<file path="src/rtl/game_pkg.sv">
// Shared types for the game score controller: FSM states, winner encoding, event flags.
package game_pkg;

  typedef enum logic {
    PLAY = 1'b0,
    OVER = 1'b1
  } game_state_t;

  typedef enum logic [1:0] {
    WHO_NONE   = 2'b00,
    WHO_LOSER  = 2'b01,
    WHO_WINNER = 2'b10
  } who_t;

  // Registered per-cycle event flags driven toward the counter side.
  typedef struct packed {
    logic winner;
    logic loser;
    logic gameover;
  } game_flags_t;

  // Tally width able to hold 0..target.
  function automatic int unsigned tally_width(input int unsigned target);
    return $clog2(target + 1);
  endfunction

endpackage

</file>
<file path="src/rtl/game_score_ctrl_if.sv">
// Counter-to-score-controller link: counter drives count, controller returns game status.
interface game_score_ctrl_if
  import game_pkg::*;
#(
  parameter int unsigned WIDTH   = 4,
  parameter int unsigned TALLY_W = 4
);

  logic [WIDTH-1:0]   count;
  logic               WINNER;
  logic               LOSER;
  logic               GAMEOVER;
  who_t               WHO;
  logic [TALLY_W-1:0] win_tally;
  logic [TALLY_W-1:0] lose_tally;

  modport master (
    output count,
    input  WINNER, LOSER, GAMEOVER, WHO, win_tally, lose_tally
  );

  modport slave (
    input  count,
    output WINNER, LOSER, GAMEOVER, WHO, win_tally, lose_tally
  );

endinterface

</file>
<file path="src/rtl/game_tally_cnt.sv">
// Event tally for one side; flags the increment that would reach TARGET.
module game_tally_cnt #(
  parameter int unsigned TARGET  = 15,
  parameter int unsigned TALLY_W = 4
) (
  input  logic               clk,
  input  logic               rst,
  input  logic               inc,
  input  logic               clr,
  output logic [TALLY_W-1:0] tally,
  output logic               hit_target
);

  localparam logic [TALLY_W-1:0] LAST = TALLY_W'(TARGET - 1);

  assign hit_target = inc && (tally == LAST);

  // Clear wins over increment so the game-ending event never shows TARGET.
  always_ff @(posedge clk) begin
    if (rst || clr) begin
      tally <= '0;
    end else if (inc) begin
      tally <= tally + TALLY_W'(1);
    end
  end

endmodule

</file>
<file path="src/rtl/game_score_ctrl.sv">
// Watches the counter value, flags extremes, tallies them and ends the game at TARGET events.
module game_score_ctrl
  import game_pkg::*;
#(
  parameter int unsigned WIDTH          = 4,
  parameter int unsigned TARGET         = 15,
  parameter bit          PULSE_ON_ENTRY = 1'b0
) (
  input  logic              clk,
  input  logic              rst,
  game_score_ctrl_if.slave  bus
);

  localparam int unsigned TALLY_W = tally_width(TARGET);

  game_state_t        state, state_nxt;
  who_t               who, who_nxt;
  game_flags_t        flags, flags_nxt;
  logic               prev_max, prev_min;
  logic               is_max, is_min;
  logic               hit_max, hit_min;
  logic               win_evt, lose_evt;
  logic               win_hit, lose_hit;
  logic               clr;
  logic [TALLY_W-1:0] win_tally, lose_tally;

  assign is_max  = &bus.count;
  assign is_min  = ~|bus.count;
  assign hit_max = is_max && (!PULSE_ON_ENTRY || !prev_max);
  assign hit_min = is_min && (!PULSE_ON_ENTRY || !prev_min);

  // Samples only count while playing; the OVER cycle ignores them.
  assign win_evt  = (state == PLAY) && hit_max;
  assign lose_evt = (state == PLAY) && hit_min;

  game_tally_cnt #(
    .TARGET  (TARGET),
    .TALLY_W (TALLY_W)
  ) u_win_cnt (
    .clk        (clk),
    .rst        (rst),
    .inc        (win_evt),
    .clr        (clr),
    .tally      (win_tally),
    .hit_target (win_hit)
  );

  game_tally_cnt #(
    .TARGET  (TARGET),
    .TALLY_W (TALLY_W)
  ) u_lose_cnt (
    .clk        (clk),
    .rst        (rst),
    .inc        (lose_evt),
    .clr        (clr),
    .tally      (lose_tally),
    .hit_target (lose_hit)
  );

  // State, status outputs and entry-detect history.
  always_ff @(posedge clk) begin
    if (rst) begin
      state    <= PLAY;
      who      <= WHO_NONE;
      flags    <= '0;
      prev_max <= 1'b0;
      prev_min <= 1'b0;
    end else begin
      state    <= state_nxt;
      who      <= who_nxt;
      flags    <= flags_nxt;
      prev_max <= is_max;
      prev_min <= is_min;
    end
  end

  // Next state and next status; a tally reaching TARGET ends the game.
  always_comb begin
    state_nxt = state;
    who_nxt   = who;
    flags_nxt = '0;
    clr       = 1'b0;
    unique case (state)
      PLAY: begin
        flags_nxt.winner = win_evt;
        flags_nxt.loser  = lose_evt;
        if (win_hit || lose_hit) begin
          clr                = 1'b1;
          flags_nxt.gameover = 1'b1;
          who_nxt            = win_hit ? WHO_WINNER : WHO_LOSER;
          state_nxt          = OVER;
        end
      end
      OVER: begin
        state_nxt = PLAY;
      end
    endcase
  end

  assign bus.WINNER     = flags.winner;
  assign bus.LOSER      = flags.loser;
  assign bus.GAMEOVER   = flags.gameover;
  assign bus.WHO        = who;
  assign bus.win_tally  = win_tally;
  assign bus.lose_tally = lose_tally;

endmodule

</file>
<file path="src/flat_wrapper.sv">
// flat-port wrapper written by rule: the top's interface ports become plain ports
module game_score_ctrl_flat import game_pkg::*;
#(
  parameter int unsigned WIDTH          = 4,
  parameter int unsigned TARGET         = 15,
  parameter bit          PULSE_ON_ENTRY = 1'b0
)
  (clk, rst, bus_count, bus_WINNER, bus_LOSER, bus_GAMEOVER, bus_WHO, bus_win_tally, bus_lose_tally);
  game_score_ctrl_if #(.WIDTH(WIDTH), .TALLY_W(4)) bus_i ();
  input  logic clk;
  input  logic rst;
  input wire logic [$bits(bus_i.count)-1:0] bus_count;
  output wire logic [$bits(bus_i.WINNER)-1:0] bus_WINNER;
  output wire logic [$bits(bus_i.LOSER)-1:0] bus_LOSER;
  output wire logic [$bits(bus_i.GAMEOVER)-1:0] bus_GAMEOVER;
  output wire logic [$bits(bus_i.WHO)-1:0] bus_WHO;
  output wire logic [$bits(bus_i.win_tally)-1:0] bus_win_tally;
  output wire logic [$bits(bus_i.lose_tally)-1:0] bus_lose_tally;
  assign bus_i.count = bus_count;
  assign bus_WINNER = bus_i.WINNER;
  assign bus_LOSER = bus_i.LOSER;
  assign bus_GAMEOVER = bus_i.GAMEOVER;
  assign bus_WHO = bus_i.WHO;
  assign bus_win_tally = bus_i.win_tally;
  assign bus_lose_tally = bus_i.lose_tally;
  game_score_ctrl #(.WIDTH(WIDTH), .TARGET(TARGET), .PULSE_ON_ENTRY(PULSE_ON_ENTRY)) u_core (.clk(clk), .rst(rst), .bus(bus_i));
endmodule
</file>
<file path="config.mk">
export PLATFORM = sky130hd
export DESIGN_NAME = game_score_ctrl_flat
export DESIGN_NICKNAME = d
export VERILOG_FILES = /design/src/rtl/game_pkg.sv /design/src/rtl/game_score_ctrl_if.sv /design/src/rtl/game_tally_cnt.sv /design/src/rtl/game_score_ctrl.sv /design/src/flat_wrapper.sv
export SDC_FILE = /design/constraint.sdc
export NUM_CORES = 1
export LEC_CHECK = 0
export ABC_AREA = 1
export BUFFER_PORTS_ARGS = -buffer_cell sky130_fd_sc_hd__buf_2
export CORE_AREA = 2 2 41 43
export DETAILED_ROUTE_END_ITERATION = 16
export DIE_AREA = 0 0 43 45
export PLACE_DENSITY = 0.82
export SLEW_MARGIN = 20
export SYNTH_ARGS = -nofsm -noshare
export SYNTH_HDL_FRONTEND = slang
export SYNTH_SLANG_ARGS = --single-unit
</file>
<file path="constraint.sdc">
create_clock -name clk -period 2.14 [get_ports clk]
set_clock_uncertainty 0.05 [all_clocks]
set_input_delay 0.428 -clock clk [delete_from_list [all_inputs] [get_ports clk]]
set_output_delay 0.428 -clock clk [all_outputs]
set_load 0.01 [all_outputs]
</file>
---- Word-level counts from Yosys, hierarchy flattened ----
Index checks and enable logic that the tools add are counted.
cells by class
  add/sub/neg operators ................... 2
  muxes and demuxes ....................... 4
  bitwise logic cells ..................... 1
  equality and inequality tests ........... 2
  reduce and logical (&&, ||, !) cells .... 11
operators by type and width
  cell                   count
  $add A4 B1 Y4 const B  2
  $eq A4 B4 Y1 const B   2
  $logic_and A1 B1 Y1    4
  $reduce_and A4 Y1      1
  $reduce_or A4 Y1       1
  $logic_or A1 B1 Y1     2
  $mux W1                2
  $mux W2                1
  $pmux W1 S2            1
  $reduce_and A2 Y1      1
  $reduce_or A2 Y1       1
  $logic_not A1 Y1       1
  $not A1 Y1             1
word-level totals
  flip-flop bits (word level) ............. 14
  input port bits ......................... 6
  output and inout port bits .............. 13

---- Logic depth before layout (Yosys ltp) ----
Gate-level depths: netlist (run 1).
  word-level depth ........................ 8
  depth in mapped cells ................... 8
  gate-level depth less buffers ........... 8

---- Modules after synthesis ----
From an unflattened synthesis (run 1), not the netlist that was laid out.
unflattened totals
  cells, all modules ...................... 83
  area, all modules ....................... 604.3 um^2
modules (own cells, without submodules)
  module           times used  area an instance (um^2)  cells each
  game_tally_cnt   2           193.9                    27
  game_score_ctrl  1           216.5                    29

---- Least setup slack after synthesis (run 1) ----
Ideal clock, no wire load.
  path type ............................... register -> register
  start point ............................. register u_core.u_lose_cnt.tally[0]
  end point ............................... register u_core.who[1], in the netlist u_core.bus.WHO[1]
  arrival time ............................ 1.082 ns
  slack ................................... 0.899 ns
  library setup time ...................... 0.109 ns
  period minus slack after synthesis ...... 1.241 ns
  required time ........................... 1.981 ns
  stages on the path, launching flop included .. 9
  path buffers ............................ 0
  path through ............................ dfxtp_1 inv_1 ha_1 nand3_2 inv_1 nand3_2 nand3_1 nand2_1 inv_1
on the way
  cells in the longest elaborated chain, start to end .. 4
ends and longest elaborated chain
  item                         line                   text
  from (decl)                  game_tally_cnt.sv:10   output logic [TALLY_W-1:0] tally,
  from (signal assigned)       game_tally_cnt.sv:23   tally <= tally + TALLY_W'(1);
  $eq A4 B4 Y1                 game_tally_cnt.sv:16   assign hit_target = inc && (tally == LAST);
  $logic_and A1 B1 Y1          game_tally_cnt.sv:16
  $logic_or A1 B1 Y1           game_score_ctrl.sv:87  if (win_hit || lose_hit) begin
  $reduce_and A2 Y1 (no line)  -
  to (signal assigned)         game_score_ctrl.sv:70  who <= who_nxt;
  to (decl)                    game_score_ctrl.sv:17  who_t who, who_nxt;
No other way between the ends.
A chain may end at the register's enable or synchronous reset.

---- Worst setup path in the final report (run 1) ----
  start point ............................. register u_core.u_lose_cnt.tally[2]
  end point ............................... output bus_lose_tally[2]
RTL lines
  item       line                text
  to (decl)  flat_wrapper.sv:18  output wire logic [$bits(bus_i.lose_tally)-1:0] bus_lose_tally;
No word-level cell between the ends.

==> results of run 1 <==
-- worst max-delay path by stage --
| stage | startpoint | end | slack [ns] | cells after the start |
|---|---|---|---|---|
| floorplan | u_core.u_lose_cnt.tally[0] | u_core.bus.WHO[1] | 0.90 | 8 |
| global placement | bus_count[2] | u_core.u_lose_cnt.tally[2] | 0.83 | 6 |
| detailed placement | bus_count[1] | u_core.bus.WHO[1] | 0.79 | 7 |
| CTS | u_core.u_lose_cnt.tally[2] | bus_lose_tally[2] | 0.75 | 1 |
| global route | u_core.u_lose_cnt.tally[0] | u_core.u_lose_cnt.tally[3] | 0.64 | 7 |
| finish | u_core.u_lose_cnt.tally[2] | bus_lose_tally[2] | 0.76 | 1 |
-- layer usage --
metal	wire length, µm	track usage	vias to the layer above
met5	0	0	-
met4	33	0.09091	0
met3	78	0.04800	5
met2	574	0.2455	20
met1	536	0.1970	275
li1	-	-	344
-- Yosys cell counts --
cell	instances	area share
nand2_2	1	0.0086
o21ai_1	1	0.0069
dfxtp_1	14	0.38
nor2_2	2	0.017
xnor2_1	1	0.012
xor2_1	3	0.036
nand3_1	3	0.021
nor2_4	1	0.015
ha_1	4	0.069
nand3_2	4	0.055
nand4_1	1	0.0086
nor2_1	17	0.088
inv_1	18	0.093
nand2_1	22	0.11
nand2_4	1	0.015
o21ai_0	1	0.0069
inv_2	1	0.0051
a21oi_1	3	0.021
nand3_4	1	0.024
-- state kept, by name, indices dropped and copies added, names as in the netlist --
register and flops:
u_core.bus.GAMEOVER 1, u_core.bus.LOSER 1, u_core.bus.WHO 2, u_core.bus.WINNER 1, u_core.state 1, u_core.u_lose_cnt.tally 4
u_core.u_win_cnt.tally 4
-- report_power, final --
part	total [mW]	leakage, nW	switching (mW)	internal, mW
sequential	0.265	0.113	0.00206	0.262
combinational	0.0322	0.341	0.0203	0.0118
clock	0.188	0.0210	0.0848	0.104
total	0.485	0.475	0.107	0.378
-- per-stage QoR --
stage	instances	util	hold WS [ns]	worst slack [ns]
global route	137	0.5944	0.3285	0.6443
CTS	137	0.5944	0.3278	0.7512
detailed placement	133	0.5697	0.4536	0.7949
global placement	133	0.5697	0.4324	0.8288
floorplan	99	-	0.4471	0.8992
finish	137	0.5944	0.3452	0.7566
-- cell type report --
cell class                      count  area share
Timing Repair Buffer               18      0.1030
Multi-Input combinational cell     66      0.4306
Clock buffer                        4     0.04149
Sequential cell                    14      0.3205
Inverter                           19     0.08155
Tap cell                           16     0.02289
-- cell usage in the layout, fill, tap and decap left out --
| cell | n |
|---|---|
| inv_2 | 1 |
| nor2_1 | 17 |
| nand4_1 | 1 |
| o21ai_0 | 1 |
| dfxtp_1 | 14 |
| nand3_2 | 4 |
| nand2_4 | 1 |
| buf_2 | 18 |
| nor2_2 | 2 |
| a21oi_1 | 3 |
| ha_1 | 4 |
| nand3_1 | 3 |
| xnor2_1 | 1 |
| xor2_1 | 3 |
| clkbuf_4 | 3 |
| nand3_4 | 1 |
| clkbuf_8 | 1 |
| nand2_2 | 1 |
| nor2_4 | 1 |
| o21ai_1 | 1 |
| nand2_1 | 22 |
| inv_1 | 18 |
-- cells by family (layout without fill, tap and decap cells) --
logic type      after synthesis  after routing  synth area share
flops                        14             14            0.3849
fa+ha+maj                     4              4           0.06873
compound gates                5              5           0.03435
buf+inv                      19             41           0.09793
xor+xnor                      4              4           0.04812
simple gates                 53             53            0.3660
==> metrics.csv, run 1 <==
stage,metric,value,unit
outcome,run status,finished clean,
hold_path,hold_sp,rst,
yosys,Netlist Area Pre-Place,728.2,µm²
sta,slew margin rel.,0.8466,
die,Die Height,45,µm
sta,endpoints failing setup,0,
finish,final instance area,874.6,µm²
global_routing,Total Routing Usage GR,0.1583,
routing,Iter 0 DRT Violations,12,
worst_setup_path,WP data required,1.66,ns
cts,clk sinks,14,
global_routing,largest net degree at the start of global routing,9,
global_routing,antenna violations before repair,0,
cts,Worst-Skew Late Latency,0.28,ns
finish,fill cell count,150,
finish,area of the multi-input gates,376.6,µm²
yosys,sequential-to-total area share from yosys stat,0.3849,
routing,Pre-antenna DRT Iters,4,
global_routing,Overflow after GRT,0,
sta,Tcrit/Tclk final,0.6465,
worst_setup_path,crit path cell chain,buf_2,
hold_path,hold endpoint,u_core.bus.WINNER,
routing,DRC,0,
cts,"Clk pin slew, worst setup/hold paths",0.08,ns
finish,Final Net Count,132,
worst_setup_path,"Largest delay share family, worst path",flip-flops,
worst_setup_path,largest stage delay on the critical path,0.45,ns
sta,Hold Fails Final Rpt,0,
yosys,#FFs+latches synth,14,
sta,worst slew pin tran,0.2297,ns
yosys,synthesized area per cell,7.356,µm²
placement,RD Place Congestion,0.7321,
yosys,Synth warnings,0,
die,Core Box Area,0.001471,mm²
die,Initial Util,0.4949,
worst_setup_path,worst r2r path cells,7,
sta,minimum clock period,1.383,ns
cts,root buf cell,clkbuf_4,
placement,port bufs,18,
finish,Sequential Area,280.3,µm²
worst_setup_path,critical path class,register to output port,
power_and_ir_drop,Peak VDD IR,0.3692,mV
die,Die X,43,µm
worst_setup_path,Worst Setup End Kind,output port,
placement,area post-placement,838.3,µm²
cts,TritonCTS buffer count,3,
flow_run,Max-Cap Viols,0,
routing,DR vias/cell,4.701,
cts,CTS resizes,0,
sta,max-slew violations,0,
hold_path,Hold WC Path Type,input port to register,
sta,Setup TNS,0,ns
worst_setup_path,reg-to-reg endpoint,u_core.u_lose_cnt.tally[0],
worst_setup_path,worst-path maximum fanout,6,
global_routing,number of global-route vias before repair,577,
cts,Hold Buf Count CTS,0,
routing,Vias,644,
yosys,Gate Count Post-Synth,99,
worst_setup_path,Worst EP arrival,0.91,ns
routing,per-cell routed wire length,8.920,µm
cts,Setup Buffers After CTS,0,
die,boundary pin count,19,
placement,HPWL Detailed,970.8,µm
cts,CTS tree,built,
finish,layout cells sized above 1,0.2727,
cts,Clock Tree Buf Depth,2,
global_routing,first-pass GRT wire length,2.277,mm
hold_path,cell count of the worst hold path,2,
finish,Antenna Cells,0,
die,die area,0.001935,mm²
worst_setup_path,CP Launch Type,register,
power_and_ir_drop,Pwr per Cell Area,554.6,mW/mm²
yosys,Synthesized Nets,109,
power_and_ir_drop,Pwr Total,485.1,µW
cts,CTS H-tree depth,1,
worst_setup_path,worst r2r src,u_core.u_lose_cnt.tally[0],
sta,RSZ-0062 raised after global routing,no,
worst_setup_path,Worst Path Buf+Inv,1,
finish,Layout area overhead,20.10,%
die,site row count,14,
worst_setup_path,CP max stage cell,dfxtp_1,
power_and_ir_drop,leakage power,0.4745,nW
routing,DRT Wirelength,1.222,mm
yosys,Netlist cell types,19,
worst_setup_path,R2R Setup Slk,0.82,ns
routing,Final ANT Viol Nets,0,
sta,Max Fclk,722.9,MHz
Note: power is estimated with default switching activity, not from simulation.
==> run 2: changes to the inputs <==
--- a/config.mk
+++ b/config.mk
@@ -7,10 +7,10 @@
 export LEC_CHECK = 0
 export ABC_AREA = 1
 export BUFFER_PORTS_ARGS = -buffer_cell sky130_fd_sc_hd__buf_2
-export CORE_AREA = 2 2 41 43
+export CORE_AREA = 2 2 42 44
 export DETAILED_ROUTE_END_ITERATION = 16
-export DIE_AREA = 0 0 43 45
-export PLACE_DENSITY = 0.82
+export DIE_AREA = 0 0 44 46
+export PLACE_DENSITY = 0.79
 export SLEW_MARGIN = 20
 export SYNTH_ARGS = -nofsm -noshare
 export SYNTH_HDL_FRONTEND = slang
==> constraint.sdc (replaced) <==
create_clock -name clk -period 1.3 [get_ports clk]
set_clock_uncertainty 0.05 [all_clocks]
set_input_delay 0.26 -clock clk [delete_from_list [all_inputs] [get_ports clk]]
set_output_delay 0.26 -clock clk [all_outputs]
set_load 0.01 [all_outputs]
==> run 2 against run 1 <==
Against the previous run:
- worst setup slack got worse by 0.67 ns
- critical path type is now register to register
- critical endpoint is now u_core.u_lose_cnt.tally[2]
- utilization fell by 3.8 points
- routed wire length rose by 4.0%
- largest power group unchanged
- total power grew 51%
- cell count increased by 2.9%
==> metrics.csv, run 2 (synthesis results as in run 1) <==
stage,metric,value,unit
die,Initial Util,0.4512,
sta,Tcrit/Tclk final,0.9299,
power_and_ir_drop,Pwr per Cell Area,816.7,mW/mm²
cts,"Clk pin slew, worst setup/hold paths",0.08,ns
finish,"leading cell type in the layout, fill and taps excluded",nand2_1,
placement,RD Place Congestion,0.7730,
hold_path,Hold WC Path Type,input port to register,
finish,Layout area overhead,23.37,%
placement,HPWL Detailed,1.028,mm
worst_setup_path,R2R Setup Slk,0.09,ns
routing,DRC,0,
global_routing,number of global-route vias before repair,592,
flow_run,Max-Cap Viols,0,
routing,Final ANT Viol Nets,0,
worst_setup_path,worst r2r src,u_core.u_win_cnt.tally[0],
cts,Worst-Skew Late Latency,0.28,ns
cts,CTS tree,built,
sta,max-slew violations,0,
worst_setup_path,Worst Path Buf+Inv,1,
die,die area,0.002024,mm²
cts,Clock Tree Buf Depth,2,
worst_setup_path,Worst EP arrival,1.33,ns
sta,Setup TNS,0,ns
cts,CTS H-tree depth,1,
worst_setup_path,crit path cell chain,inv_2 > ha_1 > nand2_1 > nor2_2 > nand2_4 > nand3_4 > nor2_1,
placement,port bufs,18,
cts,clk sinks,14,
sta,RSZ-0062 raised after global routing,no,
worst_setup_path,largest stage delay on the critical path,0.34,ns
die,boundary pin count,19,
routing,DRT Wirelength,1.271,mm
global_routing,Total Routing Usage GR,0.1547,
global_routing,largest net degree at the start of global routing,9,
worst_setup_path,worst-path maximum fanout,8,
sta,Worst Slack Setup Final,0.09117,ns
finish,Antenna Cells,0,
die,site row count,15,
routing,DR vias/cell,4.631,
sta,endpoints failing setup,0,
worst_setup_path,crit path to,u_core.u_lose_cnt.tally[2],
worst_setup_path,critical path class,register to register,
routing,Vias,653,
global_routing,antenna violations before repair,0,
worst_setup_path,worst setup path startpoint,u_core.u_win_cnt.tally[0],
die,Die Height,46,µm
sta,Max Fclk,827.2,MHz
worst_setup_path,WP data required,1.42,ns
outcome,run status,finished clean,
global_routing,first-pass GRT wire length,2.283,mm
cts,TritonCTS buffer count,3,
power_and_ir_drop,Peak VDD IR,0.4340,mV
global_routing,Overflow after GRT,0,
sta,slew margin rel.,0.8547,
sta,worst slew pin tran,0.2174,ns
die,Die X,44,µm
worst_setup_path,reg-to-reg endpoint,u_core.u_lose_cnt.tally[2],
worst_setup_path,CP Launch Type,register,
routing,Iter 0 DRT Violations,0,
die,Core Box Area,0.001614,mm²
worst_setup_path,worst r2r path cells,7,
routing,Pre-antenna DRT Iters,1,
finish,Final Core Density,0.5566,
routing,per-cell routed wire length,9.014,µm
finish,Final Net Count,136,
finish,layout cells sized above 1,0.3145,
worst_setup_path,"Largest delay share family, worst path",simple AND/OR/NAND/NOR gates,
worst_setup_path,Worst Setup End Kind,register,
cts,root buf cell,clkbuf_4,
sta,Hold Fails Final Rpt,0,
sta,minimum clock period,1.209,ns
worst_setup_path,instance count on the critical path,7,
finish,most frequent cells in the layout,"nand2_1, buf_2, inv_1",
placement,Post-Place Worst Slack,0.05061,ns
worst_setup_path,CP max stage cell,dfxtp_1,
power_and_ir_drop,leakage power,0.4903,nW
[run 2: area by class of cell]
type / instances / area (µm²)
clock buffer: 3 / 22.52
fill: 147 / 715.7
inverter: 19 / 71.32
multi-input combinational: 66 / 382.9
sequential: 14 / 280.3
tap: 17 / 21.27
timing repair buffer: 22 / 120.1
[run 2: how the worst min path moves through the flow]
stage,start,end,slack [ns],cells past startpoint
after detailed placement,u_core.bus.WHO[0],u_core.bus.WHO[0],0.43,2
after floorplan,rst,u_core.bus.GAMEOVER,0.28,1
after global placement,u_core.bus.WHO[0],u_core.bus.WHO[0],0.43,2
after CTS,rst,u_core.bus.WINNER,0.18,2
after global routing,rst,u_core.bus.WINNER,0.20,2
final,rst,u_core.bus.WINNER,0.18,2
[run 2: through the flow]
step | instance area, µm² | std cells | power, mW | hold slack, ns
final | 898.4 | 141 | 0.7337 | 0.1763
after floorplan | 728.2 | 99 | 0.4767 | 0.2791
after CTS | 892.1 | 141 | 0.7340 | 0.1758
after global routing | 898.4 | 141 | 0.7588 | 0.1962
after global placement | 869.6 | 138 | 0.4998 | 0.4294
after detailed placement | 869.6 | 138 | 0.5016 | 0.4283
[run 2: worst reg2reg max path, cell delays in order, from the launching register on]
cell,delay (ns)
dfxtp_1,0.34
inv_2,0.08
ha_1,0.14
nand2_1,0.06
nor2_2,0.15
nand2_4,0.09
nand3_4,0.14
nor2_1,0.06
[run 2: timing repair]
item                                    4_1_cts  5_1_grt
endpoints found under the setup margin        0       10
hold endpoints to repair                      0        0
hold buffers                                  0        0
buffers inserted                              0        0
gates resized for setup                       0        3
[run 2: layer usage]
layer / vias to the layer above / GRT usage / wire length (µm)
met3: 5 / 0.03571 / 54
met1: 288 / 0.1655 / 544
met4: 0 / 0.08485 / 25
li1: 347 / - / -
met5: - / 0 / 0
met2: 13 / 0.2794 / 646
[run 2: where the power goes]
group          total, mW  switching (mW)  leakage (nW)  internal [mW]
clock network      0.242           0.135        0.0138          0.107
logic             0.0576          0.0359         0.364         0.0217
registers          0.434         0.00190         0.113          0.432
